===== src/rtl/pipe_control_unit.sv =====
// ---------------------------------------------------------------------------
// PipeControlUnit -- registered decode/control stage of the pipelined core.
//
// Decodes OPCODE/FUNC of the instruction in ID and registers the resulting
// control bundle into the ID/EX boundary. Branches and jumps are resolved
// from the EX copy of the bundle. A taken branch or jump squashes the
// instruction currently sitting in ID. A return-address stack serves
// JAL/RET pairs.
//
// Optional feature macro: PIPE_CTRL_RAS_EN
//   defined   -> circular return-address stack of RAS_DEPTH entries with
//                sticky overflow/underflow flags
//   undefined -> ret_addr is a single register loaded by each committing
//                JAL; both sticky flags read 0
//
// Ports:
//   clk, rst            core clock, synchronous active-high reset
//   in_valid            ID holds a valid instruction
//   OPCODE, FUNC        instruction fields of the ID instruction
//   pc_plus1            PC+1 of the ID instruction
//   ALU_Z               ALU zero flag of the instruction in EX
//   stall               hold ID/EX register and RAS
//   out_valid           EX slot holds a valid instruction
//   ALU_OP ... RF_D_SEL registered datapath controls
//   PC_SEL              0=PC+1, 1=branch, 2=jump, 3=return (combinational)
//   flush               squash the instruction currently in ID
//   ret_addr            RET target (top of stack)
//   link_addr           registered pc_plus1 of the EX instruction
//   illegal             EX instruction was undecodable
//   ras_overflow/underflow  sticky stack error flags
// ---------------------------------------------------------------------------
module pipe_control_unit #(
    parameter int ADDR_W    = 16,
    parameter int RAS_DEPTH = 8,
    parameter int ALU_OP_W  = 5
) (
    input  logic                clk,
    input  logic                rst,
    input  logic                in_valid,
    input  logic [5:0]          OPCODE,
    input  logic [5:0]          FUNC,
    input  logic [ADDR_W-1:0]   pc_plus1,
    input  logic                ALU_Z,
    input  logic                stall,
    output logic                out_valid,
    output logic [ALU_OP_W-1:0] ALU_OP,
    output logic                RF_WE,
    output logic                DM_WE,
    output logic                A_SEL,
    output logic                B_SEL,
    output logic                DM_ADDR_SEL,
    output logic [1:0]          RD_SEL,
    output logic [1:0]          RF_D_SEL,
    output logic [1:0]          PC_SEL,
    output logic                flush,
    output logic [ADDR_W-1:0]   ret_addr,
    output logic [ADDR_W-1:0]   link_addr,
    output logic                illegal,
    output logic                ras_overflow,
    output logic                ras_underflow
);

    // Control-flow class of an instruction, carried alongside the control
    // bundle so EX can resolve PC_SEL and drive the stack without re-decoding.
    typedef enum logic [2:0] {
        K_NONE,
        K_BEQ,
        K_BNE,
        K_JMP,
        K_JAL,
        K_RET
    } ctrl_kind_t;

    ctrl_kind_t          d_kind;
    ctrl_kind_t          ex_kind;
    logic [ALU_OP_W-1:0] d_alu_op;
    logic                d_rf_we;
    logic                d_dm_we;
    logic                d_a_sel;
    logic                d_b_sel;
    logic                d_dm_addr_sel;
    logic [1:0]          d_rd_sel;
    logic [1:0]          d_rf_d_sel;
    logic                d_illegal;
    logic [1:0]          pc_sel_c;
    logic                ras_commit;
    logic                ras_push;

    // Decode of the ID instruction. Everything defaults to "no effect" so an
    // undecodable instruction falls out with all enables low and only the
    // illegal flag raised. A_SEL is part of the bundle but no current
    // instruction selects the alternate A operand.
    always_comb begin
        d_kind        = K_NONE;
        d_alu_op      = '0;
        d_rf_we       = 1'b0;
        d_dm_we       = 1'b0;
        d_a_sel       = 1'b0;
        d_b_sel       = 1'b0;
        d_dm_addr_sel = 1'b0;
        d_rd_sel      = 2'd0;
        d_rf_d_sel    = 2'd0;
        d_illegal     = 1'b0;
        case (OPCODE[5:4])
            2'd0: begin
                if (FUNC <= 6'd8) begin
                    d_rf_we  = 1'b1;
                    d_alu_op = ALU_OP_W'(FUNC);
                end else begin
                    d_illegal = 1'b1;
                end
            end
            2'd2: begin
                case (OPCODE[3:0])
                    4'd0, 4'd1, 4'd2, 4'd3, 4'd4, 4'd5, 4'd6: begin
                        d_rf_we  = 1'b1;
                        d_b_sel  = 1'b1;
                        d_rd_sel = 2'd1;
                        case (OPCODE[3:0])
                            4'd5:    d_alu_op = ALU_OP_W'(9);
                            4'd6:    d_alu_op = ALU_OP_W'(10);
                            default: d_alu_op = ALU_OP_W'(OPCODE[3:0]);
                        endcase
                    end
                    4'd7: begin
                        d_rf_we    = 1'b1;
                        d_rd_sel   = 2'd1;
                        d_rf_d_sel = 2'd1;
                        d_alu_op   = ALU_OP_W'(11);
                    end
                    4'd8: begin
                        d_dm_we  = 1'b1;
                        d_alu_op = ALU_OP_W'(12);
                    end
                    4'd9: begin
                        d_rf_we       = 1'b1;
                        d_b_sel       = 1'b1;
                        d_rd_sel      = 2'd1;
                        d_rf_d_sel    = 2'd1;
                        d_dm_addr_sel = 1'b1;
                        d_alu_op      = ALU_OP_W'(13);
                    end
                    4'd10: begin
                        d_dm_we       = 1'b1;
                        d_dm_addr_sel = 1'b1;
                        d_alu_op      = ALU_OP_W'(14);
                    end
                    4'd11: begin
                        d_kind   = K_BEQ;
                        d_alu_op = ALU_OP_W'(1);
                    end
                    4'd12: begin
                        d_kind   = K_BNE;
                        d_alu_op = ALU_OP_W'(1);
                    end
                    default: d_illegal = 1'b1;
                endcase
            end
            2'd1: begin
                case (OPCODE[3:0])
                    4'd0: d_kind = K_JMP;
                    4'd1: begin
                        d_kind     = K_JAL;
                        d_rf_we    = 1'b1;
                        d_rd_sel   = 2'd2;
                        d_rf_d_sel = 2'd2;
                        d_alu_op   = ALU_OP_W'(16);
                    end
                    4'd2: begin
                        d_kind   = K_RET;
                        d_alu_op = ALU_OP_W'(17);
                    end
                    default: d_illegal = 1'b1;
                endcase
            end
            default: d_illegal = 1'b1;
        endcase
    end

    // ID/EX boundary register. A stall freezes it entirely; a missing ID
    // instruction or a flush from EX loads a bubble so the wrong-path
    // instruction never reaches EX.
    always_ff @(posedge clk) begin
        if (rst) begin
            out_valid   <= 1'b0;
            ALU_OP      <= '0;
            RF_WE       <= 1'b0;
            DM_WE       <= 1'b0;
            A_SEL       <= 1'b0;
            B_SEL       <= 1'b0;
            DM_ADDR_SEL <= 1'b0;
            RD_SEL      <= 2'd0;
            RF_D_SEL    <= 2'd0;
            link_addr   <= '0;
            illegal     <= 1'b0;
            ex_kind     <= K_NONE;
        end else if (!stall) begin
            if (!in_valid || flush) begin
                out_valid   <= 1'b0;
                ALU_OP      <= '0;
                RF_WE       <= 1'b0;
                DM_WE       <= 1'b0;
                A_SEL       <= 1'b0;
                B_SEL       <= 1'b0;
                DM_ADDR_SEL <= 1'b0;
                RD_SEL      <= 2'd0;
                RF_D_SEL    <= 2'd0;
                link_addr   <= '0;
                illegal     <= 1'b0;
                ex_kind     <= K_NONE;
            end else begin
                out_valid   <= 1'b1;
                ALU_OP      <= d_alu_op;
                RF_WE       <= d_rf_we;
                DM_WE       <= d_dm_we;
                A_SEL       <= d_a_sel;
                B_SEL       <= d_b_sel;
                DM_ADDR_SEL <= d_dm_addr_sel;
                RD_SEL      <= d_rd_sel;
                RF_D_SEL    <= d_rf_d_sel;
                link_addr   <= pc_plus1;
                illegal     <= d_illegal;
                ex_kind     <= d_kind;
            end
        end
    end

    // Branch/jump resolution for the EX instruction. Nothing redirects the
    // PC while EX is empty or the pipe is stalled, which also keeps flush low.
    always_comb begin
        pc_sel_c = 2'd0;
        if (out_valid && !stall) begin
            case (ex_kind)
                K_BEQ:        pc_sel_c = ALU_Z  ? 2'd1 : 2'd0;
                K_BNE:        pc_sel_c = !ALU_Z ? 2'd1 : 2'd0;
                K_JMP, K_JAL: pc_sel_c = 2'd2;
                K_RET:        pc_sel_c = 2'd3;
                default:      pc_sel_c = 2'd0;
            endcase
        end
    end

    assign PC_SEL     = pc_sel_c;
    assign flush      = (pc_sel_c != 2'd0);
    assign ras_commit = out_valid && !stall;
    assign ras_push   = ras_commit && (ex_kind == K_JAL);

`ifdef PIPE_CTRL_RAS_EN
    localparam int PTR_W = $clog2(RAS_DEPTH);
    localparam int CNT_W = PTR_W + 1;

    logic [ADDR_W-1:0] ras_mem [RAS_DEPTH];
    logic [PTR_W-1:0]  ras_ptr;
    logic [PTR_W-1:0]  ras_top;
    logic [CNT_W-1:0]  ras_count;
    logic              ras_pop;

    assign ras_pop = ras_commit && (ex_kind == K_RET);
    assign ras_top = ras_ptr - PTR_W'(1);

    // Circular return-address stack. ras_ptr is the next slot to write, so
    // a push on a full stack lands on the oldest entry and the count stays
    // saturated. A pop on an empty stack only records the underflow.
    always_ff @(posedge clk) begin
        if (rst) begin
            for (int i = 0; i < RAS_DEPTH; i++) begin
                ras_mem[i] <= '0;
            end
            ras_ptr       <= '0;
            ras_count     <= '0;
            ras_overflow  <= 1'b0;
            ras_underflow <= 1'b0;
        end else if (ras_push) begin
            ras_mem[ras_ptr] <= link_addr;
            ras_ptr          <= ras_ptr + PTR_W'(1);
            if (ras_count == CNT_W'(RAS_DEPTH)) begin
                ras_overflow <= 1'b1;
            end else begin
                ras_count <= ras_count + CNT_W'(1);
            end
        end else if (ras_pop) begin
            if (ras_count == '0) begin
                ras_underflow <= 1'b1;
            end else begin
                ras_count <= ras_count - CNT_W'(1);
                ras_ptr   <= ras_top;
            end
        end
    end

    assign ret_addr = (ras_count == '0) ? '0 : ras_mem[ras_top];
`else
    logic [ADDR_W-1:0] ret_q;

    // Without the stack, the return target is simply the link address of
    // the most recently committed JAL; RET does not disturb it.
    always_ff @(posedge clk) begin
        if (rst) begin
            ret_q <= '0;
        end else if (ras_push) begin
            ret_q <= link_addr;
        end
    end

    assign ret_addr      = ret_q;
    assign ras_overflow  = 1'b0;
    assign ras_underflow = 1'b0;
`endif

endmodule


===== config.mk =====
export PLATFORM = sky130hd
export DESIGN_NAME = pipe_control_unit
export DESIGN_NICKNAME = d
export VERILOG_FILES = /design/src/rtl/pipe_control_unit.sv
export SDC_FILE = /design/constraint.sdc
export NUM_CORES = 1
export LEC_CHECK = 0
export ABC_AREA = 1
export ABC_CLOCK_PERIOD_IN_PS = 3800
export CORE_MARGIN = 5
export CORE_UTILIZATION = 45
export CTS_CLUSTER_DIAMETER = 80
export DETAILED_ROUTE_END_ITERATION = 8
export MAX_ROUTING_LAYER = met4
export PLACE_DENSITY_LB_ADDON = 0.12
export RECOVER_POWER = 50
export SLEW_MARGIN = 20
export SYNTH_ARGS = -nofsm -noshare
export SYNTH_HDL_FRONTEND = slang
export SYNTH_SLANG_ARGS = --single-unit
export TNS_END_PERCENT = 100

===== constraint.sdc =====
create_clock -name clk -period 3.8 [get_ports clk]
set_input_delay 0.76 -clock clk [delete_from_list [all_inputs] [get_ports clk]]
set_output_delay 0.76 -clock clk [all_outputs]
set_load 0.02 [all_outputs]

; Word level (Yosys, flattened, before mapping)
; Index checks and enable logic that the tools add are counted.
[word_totals]
ff_bits = 50
inputBits = 33
wordCells = 92
[op_classes]
magnitude_cmp = 1
n_eq_ne = 19
muxes = 42
reduce_logical = 18
[op_table]
columns = cell, n
row1 = case mux 4 bit (6 select lines), 1
row2 = 2-to-1 mux 1 bit, 22
row3 = equality test 4 bit (second input constant), 5
row4 = equality test 4 x 3 -> 1 bit (second input constant), 4
row5 = 2-to-1 mux 16 bit, 1
row6 = case mux 5 bit (3 select lines), 1
row7 = OR reduction 13 bit, 1
row8 = case mux 2 bit (2 select lines), 3
row9 = 2-to-1 mux 5 bit, 2
row10 = case mux 5 bit (2 select lines), 1
row11 = OR reduction 2 bit, 5
row12 = case mux 3 bit (3 select lines), 1
row13 = OR reduction 9 bit, 1
row14 = equality test 4 x 2 -> 1 bit (second input constant), 2
row15 = 2-to-1 mux 2 bit, 4
row16 = case mux 2 bit (4 select lines), 1
row17 = case mux 4 bit (2 select lines), 1
row18 = OR reduction 8 bit, 1
row19 = OR reduction 7 bit, 1
row20 = equality test 3 x 2 -> 1 bit (second input constant), 2
row21 = equality test 3 bit (second input constant), 2
row22 = <= comparator 6 x 4 -> 1 bit (second input constant), 1
row23 = case mux 1 bit (3 select lines), 2
row24 = case mux 3 bit (2 select lines), 1
row25 = other kinds (12), 14

; Logic depth before layout (Yosys ltp)
; Gate-level depths: netlist of the first run.
[logic_depth]
depth_word = 7
mapped_depth = 10

; Worst setup path before layout of the first run
; No wires, ideal clock.
[synth_timing]
kind = input -> output
start = input port stall
end = output port flush
arrival_time_ns = 1.437
required_ns = 3.040
path_slack_ns = 1.603
path_stages = 6
path_buffers = 1
cell_sequence = buf_4 inv_2 nand2_2 nor2_1 nand3_2 nand2_1
[synth_via]
elab_chain_len = 4
[synth_lines]
columns = element, line
row1 = "start, declared", 44  ; input logic stall,
row2 = logical NOT 1 bit, 232  ; if (out_valid && !stall) begin
row3 = logical AND 1 bit, 232
row4 = 2-to-1 mux 2 bit, 232
row5 = nonzero test 2 bit, 244  ; assign flush = (pc_sel_c != 2'd0);
row6 = "end, declared", 55  ; output logic flush,
; Every way passes these cells.

; Final worst setup path of the first run
[layout_timing]
start = input port stall
end = output port PC_SEL[0]
[layout_via]
elab_chain_len = 3
[layout_lines]
columns = element, line
row1 = logical NOT 1 bit, 232
row2 = logical AND 1 bit, 232
row3 = 2-to-1 mux 2 bit, 232
row4 = "end, declared", 54  ; output logic [1:0] PC_SEL,
; Every way passes these cells.

==> results.sh, run 1 <==
export IMPL_status="finished, final reports clean"
export IMPL_htreeDepth=2
export IMPL_synth_flop_cell="dfxtp_1"
export IMPL_die_area_um2=6730
export IMPL_route_detailed_drc=0
export IMPL_synth_edff_count=0
export IMPL_cts_root_buf="clkbuf_8"
export IMPL_clkLatencyLatePin_ns=0.29
export IMPL_synthTopCellsByArea="dfxtp_1 (42%), nand2_1 (18%), a21oi_1 (8.6%)"
export IMPL_grt_ovfl_total=0
export IMPL_grt_max_degree=50
export IMPL_postRouteAntennaNets=0
export IMPL_hold_depth=2
export IMPL_skew_ns=0.00325
export IMPL_grt_usage_pct=19.0
export IMPL_synth_cells=334
export IMPL_reg2reg_to="illegal"
export IMPL_post_cts_buffers=0
export IMPL_worst_pin_slew_ns=0.916
export IMPL_drtIter0Drc=118
export IMPL_slew_headroom_pct=38.6
export IMPL_cap_violations=0
export IMPL_reg2reg_slack_ns=1.34
export IMPL_grt_pass1_wl_mm=9.76
export IMPL_synth_avg_cell_area_um2=6.99
export IMPL_fin_crit_ns=3.20
export IMPL_start_util_pct=46.0
export IMPL_yosysTopAreaCell="dfxtp_1"
export IMPL_setup_violations=0
export IMPL_die_h_um=82.1
export IMPL_design_core_area_um2=5070
export IMPL_place_congestion=0.860
export IMPL_arrival_ns=2.44
export IMPL_rsz0062_at_grt="false"
export IMPL_async_flop_share_pct=0
export IMPL_hold_viol_final=0
export IMPL_area_growth_pct=36.6
export IMPL_required_ns=3.04
export IMPL_hold_end="ret_addr[6]"
export IMPL_power_leakage_nw=1.36
export IMPL_synth_common_cells="nand2_1 (111), dfxtp_1 (49), a21oi_1 (40)"
export IMPL_antennaDiodeCount=0
export IMPL_synth_top_area_share_pct=42.0
export IMPL_ff2ff_path_depth=7
export IMPL_path_clk_slew_ns=0.09
export IMPL_fin_util_pct=62.9
export IMPL_via_per_inst=4.76
export IMPL_worstPathMaxFanout=5
export IMPL_drive_gt1_share_pct=7.80
export IMPL_vdd_drop_max_mv=0.287
export IMPL_antenna_found_initial=0
export IMPL_nNetsFinal=446
export IMPL_netlist_cell_type_count=28
export IMPL_first_pass_iters=4
export IMPL_core_rowCount=26
export IMPL_startpoint_type="input port"
export IMPL_cts_buffers=5
export IMPL_cts_sinks=49
export IMPL_crit_type="in2out"
export IMPL_vias=2287
export IMPL_yosysWarningCount=0
export IMPL_die_w_um=82.1
export IMPL_cts_hold_fix_buffers=0
export IMPL_yosysMostFrequentCell="nand2_1"
export IMPL_hp_class="reg2reg"
export IMPL_cts_tree="done"
export IMPL_io_pins=86
export IMPL_max_freq_mhz=312
export IMPL_dp_hpwl_mm=4.41
export IMPL_cp_end_kind="output port"
export IMPL_clockBufferDepth=2
export IMPL_power_density_nw_per_um2=308
export IMPL_synth_seq_area_share_pct=42.0
export IMPL_port_buffers=82
export IMPL_reg2reg_from="ex_kind[2]"
export IMPL_period_share_pct=84.3
export IMPL_grt_pass1_vias=2126
export IMPL_synth_area_um2=2340
export IMPL_cts_resized=0
export IMPL_drv_slew=0
export IMPL_setup_tns_final_ns=0
export IMPL_wire_per_inst_um=12.4
export IMPL_totalWireLength_mm=5.97
export IMPL_hold_start="ret_addr[6]"
export IMPL_ys_ff_latch=49
==> kinds of logic (layout without fill, tap and decap cells) <==
family	Yosys count	count (layout)	synth area share, %
compound gates	56	56	13.8
fa+ha+maj	4	4	2.14
buf+inv	49	123	9.96
flops	49	49	42.0
other cells	1	3	0.161
simple gates	175	175	32.0
==> per-layer routing <==
layer	track usage, %	wire [um]	up-vias
met4	3.49	42	0
met5	-	0	-
li1	-	-	1184
met2	31.9	2850	57
met3	3.84	269	4
met1	23.8	2810	1042
==> critical path: stages <==
cell	delay, ns
dlygate4sd3_1	0.56
inv_1	0.08
nand2_1	0.07
nor2_1	0.11
nand3_1	0.16
inv_1	0.10
clkdlybuf4s50_1	0.60
==> flip-flops by register name, summed over array words and instances (netlist names) <==
signal and count:
ALU_OP 5, B_SEL 1, DM_ADDR_SEL 1, DM_WE 1, RD_SEL 2, RF_D_SEL 1
RF_WE 1, ex_kind 3, illegal 1, link_addr 16, out_valid 1, ret_addr 16
==> power breakdown <==
part	switching (mW)	internal [mW]
Sequential	0.00593	0.522
Clock	0.168	0.148
Combinational	0.0772	0.0611
Total	0.251	0.731
==> placed cells by master (no fill, tap or decap), types with 3 or more instances in the layout <==
cell type	instances
ha_1	4
inv_1	26
a21oi_1	46
dlygate4sd3_1	27
nand2_1	112
a21oi_2	4
nand4_1	3
dfxtp_1	49
conb_1	3
inv_2	4
clkdlybuf4s50_1	54
nand3_1	12
o21ai_0	4
nand2_2	10
clkbuf_8	6
nor2_1	34
==> worst max path at each step <==
stage,start,endpoint,slack [ns],depth (start not counted)
floorplan,stall,flush,1.60,6
global placement,stall,flush,0.76,7
detailed placement,stall,PC_SEL[0],0.73,7
CTS,stall,PC_SEL[0],0.73,7
global route,stall,illegal,0.45,9
finish,stall,PC_SEL[0],0.60,7
==> area by class of cell <==
cell class	instances	area, um^2
clock buffer	6	82.6
clock inverter	2	13.8
fill	504	1880
inverter	32	121
multi-input combinational	238	1080
sequential	49	981
tap	70	87.6
timing repair buffer	83	823
==> stage by stage <==
| step | instance area [um^2] | hold WS, ns | power (mW) | worst slack, ns | std cells |
|---|---|---|---|---|---|
| 3_3_place_gp | 3140 | 0.452 | 0.684 | 0.761 | 472 |
| 2_1_floorplan | 2340 | 0.519 | 0.620 | 1.60 | 336 |
| 6_report | 3190 | 0.465 | 0.982 | 0.598 | 480 |
| 4_1_cts | 3240 | 0.470 | 1.00 | 0.727 | 480 |
| 3_5_place_dp | 3140 | 0.457 | 0.684 | 0.730 | 472 |
| 5_1_grt | 3190 | 0.494 | 1.03 | 0.452 | 480 |
No activity file was read; power rests on OpenSTA's default activity.
==> run 2, diff against run 1 <==
- ABC_CLOCK_PERIOD_IN_PS: 3800 -> 3300
- CORE_UTILIZATION: 45 -> 44
- clock period: 3.8 -> 3.3 ns (I/O delays scaled with it)
==> results.sh, run 2 (synthesis results as in run 1) <==
export IMPL_status="finished, final reports clean"
export IMPL_die_area_um2=6870
export IMPL_grt_ovfl_total=0
export IMPL_vdd_drop_max_mv=0.235
export IMPL_seq_power_share_pct=54.2
export IMPL_die_w_um=82.9
export IMPL_cap_violations=0
export IMPL_place_congestion=0.890
export IMPL_n_fill_cell=508
export IMPL_required_ns=2.64
export IMPL_crit_type="in2out"
export IMPL_rsz0062_at_grt="false"
export IMPL_regArea_um2=981
export IMPL_cts_buffers=5
export IMPL_design_core_area_um2=5140
export IMPL_cts_sinks=49
export IMPL_nNetsFinal=446
export IMPL_fin_crit_ns=2.95
export IMPL_clockBufferDepth=2
export IMPL_cts_tree="done"
export IMPL_clkLatencyLatePin_ns=0.30
export IMPL_hp_class="reg2reg"
export IMPL_comb_power_share_pct=14.5
export IMPL_layout_common_cells="nand2_1 (112), clkdlybuf4s50_1 (57), dfxtp_1 (49)"
export IMPL_totalWireLength_mm=6.10
export IMPL_wire_per_inst_um=12.7
export IMPL_switching_share_pct=26.5
export IMPL_grt_pass1_vias=2217
export IMPL_path_clk_slew_ns=0.09
export IMPL_max_stage_delay_ns=0.60
export IMPL_first_pass_iters=4
export IMPL_port_buffers=82
export IMPL_skew_ns=0.00394
export IMPL_dp_hpwl_mm=4.46
export IMPL_postRouteAntennaNets=0
export IMPL_vias=2295
export IMPL_grt_usage_pct=18.8
export IMPL_worstPathMaxFanout=5
export IMPL_drtIter0Drc=111
export IMPL_intPower_mw=0.824
export IMPL_post_cts_buffers=0
export IMPL_grt_max_degree=50
export IMPL_drive_gt1_share_pct=8.05
export IMPL_final_common_cell="nand2_1"
export IMPL_clkPwrFrac_pct=31.3
export IMPL_start_util_pct=45.4
export IMPL_power_density_nw_per_um2=351
export IMPL_power_switching_mw=0.298
export IMPL_setup_tns_final_ns=0
export IMPL_hold_viol_final=0
export IMPL_hold_depth=2
export IMPL_ff2ff_path_depth=7
export IMPL_worstPathCellList="clkdlybuf4s50_1 > inv_1 > nand2_1 > nor2_1 > nand3_1 > nand2_1 > clkdlybuf4s50_1"
export IMPL_route_detailed_drc=0
export IMPL_cp_end_kind="output port"
export IMPL_grt_pass1_wl_mm=10.5
export IMPL_arrival_ns=2.29
export IMPL_area_growth_pct=36.9
export IMPL_drv_slew=0
export IMPL_core_rowCount=26
export IMPL_antenna_found_initial=0
export IMPL_cts_root_buf="clkbuf_8"
export IMPL_worst_pin_slew_ns=0.944
export IMPL_io_pins=86
export IMPL_cts_hold_fix_buffers=0
export IMPL_setup_violations=0
export IMPL_multi_input_area_um2=1100
export IMPL_p_total_mw=1.12
export IMPL_slowest_stage="clkdlybuf4s50_1"
export IMPL_startpoint_type="input port"
export IMPL_via_per_inst=4.78
export IMPL_cts_resized=0
export IMPL_slew_headroom_pct=37.1
export IMPL_antennaDiodeCount=0
export IMPL_period_share_pct=89.3
export IMPL_htreeDepth=2
export IMPL_power_leakage_nw=1.35
export IMPL_max_freq_mhz=339
export IMPL_die_h_um=82.9
## run 2: changes by cell type in the layout (fill, tap and decap cells not counted)
cell	delta
a21oi_1	-1
nand3_4	+1
clkdlybuf4s50_1	+3
a21oi_2	+1
clkbuf_8	-1
inv_6	+1
clkbuf_1	+1
clkinv_4	-1
dlygate4sd3_1	-3
nand3_1	-1
## run 2: final cells by class
cell class	count	area share (%)
Clock buffer	6	2.27
Clock inverter	2	0.430
Inverter	32	3.79
Multi-Input combinational cell	238	34.4
Sequential cell	49	30.7
Tap cell	70	2.74
Timing Repair Buffer	83	25.7
## run 2: layer usage
layer	vias up	part of all wire, %	track usage, %
met5	-	0	-
met4	0	1.4	5.05
met3	7	6.2	5.94
met2	74	47	29.7
met1	1030	45	23.3
li1	1184	-	-
## run 2: metrics by stage
step	hold WS (ns)	utilization, %	instances	setup WS [ns]	cell area [um^2]
after floorplan	0.519	-	336	1.30	2340
after detailed placement	0.457	61.2	472	0.438	3140
after global placement	0.451	61.2	472	0.470	3140
after global routing	0.489	62.2	480	0.190	3200
final	0.465	62.2	480	0.354	3200
after CTS	0.471	62.9	480	0.428	3230
## run 2: final timing paths
check	start	endpoint	slack [ns]
max reg2reg	ex_kind[2]	illegal	0.98
min reg2reg	ret_addr[3]	ret_addr[3]	0.46
max	stall	flush	0.35
min	ret_addr[3]	ret_addr[3]	0.46
## run 2: power groups by stage
stage	sequential, mW	combinational (mW)	clock, mW
detailed placement	0.622	0.166	0
floorplan	0.634	0.0799	0
CTS	0.608	0.167	0.362
global placement	0.622	0.165	0
finish	0.608	0.162	0.352
global route	0.610	0.179	0.395
## run 2: worst max-delay path: cells and delay by family
family        cells  cell delay [ns]
simple gates      4             0.52
buf+inv           3             1.10
==> RTL edit (settings of run 1) <==
Set the parameter `ALU_OP_W` to 7 (it was 5).
--- a/src/rtl/pipe_control_unit.sv
+++ b/src/rtl/pipe_control_unit.sv
@@ -32,7 +32,7 @@
 module pipe_control_unit #(
     parameter int ADDR_W    = 16,
     parameter int RAS_DEPTH = 8,
-    parameter int ALU_OP_W  = 5
+    parameter int ALU_OP_W  = 7
 ) (
     input  logic                clk,
     input  logic                rst,
Interface: changed (resized ALU_OP); port bits go from 86 to 88. The function was not compared with the original's and may differ.
==> RTL edit against run 1 <==
Critical path depth stayed put; via count is 6.2% lower; first-iteration DRC count is 10% higher; worst setup slack worse by 80 ps; worst hold slack worse by 26 ps; synthesized area is 5.4% lower; total power is 5.8% higher; wire length is 9.0% lower; final area is 1.7% lower; cell count is 4.6% lower; sequential cell count is 1 higher; synthesized cell count is 7.5% lower; critical path type unchanged; largest cell class is now registers.
==> RTL edit: results (changes against run 1) <==
[drt]
viasPerCell = 4.69  ; was 4.76
routed_wl_mm = 5.44  ; was 5.97 mm
drt_iter0_drc = 130  ; was 118

[setup_path]
crit_arrival_ps = 2520  ; was 2440 ps
cpMaxStageDelayCell = clkdlybuf4s50_1  ; unchanged
rr_worst_depth = 6  ; was 7

[synth]
synth.distinct_cells = 29  ; was 28
synthTopCellsByArea = dfxtp_1, nand2_1, a21oi_1  ; unchanged
ys_seq_area_share_pct = 45.3  ; was 42.0%
synthTopCellsByCount = nand2_1, dfxtp_1, inv_1  ; was nand2_1, dfxtp_1, a21oi_1
syn_avg_cell_area_um2 = 7.15  ; was 6.99 µm²

[timing]
worst_pin_slew_ps = 885  ; was 916 ps
skew_ps = 3.25  ; about the same

[placement]
globalplace.congestion = 0.975  ; was 0.860
pre_cts_ws_ps = 693  ; was 730 ps
port_buffers = 83  ; was 82
hpwl_mm = 4.22  ; was 4.41 mm

[global_routing]
grt_pass1_wl_mm = 8.83  ; was 9.76 mm
first_global_vias = 1918  ; was 2,126
grt.total_usage_pct = 17.9  ; was 19.0%
grt_max_degree = 24  ; was 50

[run_status]
status = complete, no violations  ; unchanged

[clocking]
root_buffer = clkbuf_8  ; unchanged
clk_path_buf_depth = 2  ; unchanged

[power]
ir_worst_vdd_mv = 0.223  ; was 0.287 mV
leakage_nw = 1.42  ; was 1.36 nW

[layout]
nFillCells = 458  ; was 504
drive_gt1_share_pct = 4.35  ; was 7.80%
final_cells = 458  ; was 480

==> RTL edit: cell count changes in the layout (fill, tap and decap cells not counted), moves of 7 or more <==
cell and delta:
a21oi_1 -27, nand2_2 -7, nor2_1 -16, nand2_1 +20, o21ai_0 +14
==> RTL edit: path summary, 6_finish.rpt <==
path                            slack (ps)                       end              startpoint
worst min-delay path                   440    ALU_OP[5]$_SDFFE_PP0N_  ALU_OP[5]$_SDFFE_PP0N_
worst max-delay path                   520                     flush                   stall
worst max register to register        1620  ret_addr[0]$_SDFFE_PP0P_  out_valid$_SDFFE_PP0N_
worst min register to register         440    ALU_OP[5]$_SDFFE_PP0N_  ALU_OP[5]$_SDFFE_PP0N_
==> RTL edit: cell families (layout without fill, tap and decap cells) <==
| group | after synthesis | after routing | share of synthesized area (%) |
|---|---|---|---|
| AND/OR/NAND/NOR | 171 | 171 | 32.8 |
| other | 1 | 4 | 0.170 |
| flip-flops | 50 | 50 | 45.3 |
| adder cells (fa/ha/maj) | 4 | 4 | 2.26 |
| AO/OA/AOI/OAI | 42 | 42 | 10.1 |
| buffers and inverters | 41 | 120 | 9.45 |
==> RTL edit: power breakdown <==
| part | switching, mW | total, mW | internal, mW |
|---|---|---|---|
| clock network | 0.164 | 0.374 | 0.211 |
| registers | 0.00663 | 0.539 | 0.533 |
| logic | 0.0674 | 0.126 | 0.0583 |
==> RTL edit: tightest hold or removal path, stage by stage, from the launching register on <==
cell     delay (ps)
dfxtp_1         310
nand2_1          60
nor2_1           30
==> RTL edit: layout make-up <==
class                      count  area share, %
multi-input combinational    221           31.5
tap                           67           2.67
clock inverter                 1          0.957
sequential                    50           31.9
clock buffer                   6           2.63
timing repair buffer          86           27.0
inverter                      27           3.39
==> RTL edit: per-layer routing <==
metal	track usage (%)	routed length, µm	vias to the layer above
met5	-	0	-
met4	7.26	124	0
met3	2.91	381	9
met2	29.1	2500	76
met1	22.2	2430	942
li1	-	-	1119
==> RTL edit: stage by stage <==
stage | hold slack, ps | power, mW | area, µm²
CTS | 449 | 1.05 | 3170
global placement | 436 | 0.680 | 3060
finish | 440 | 1.04 | 3140
floorplan | 472 | 0.617 | 2220
global route | 476 | 1.08 | 3140
detailed placement | 436 | 0.682 | 3060
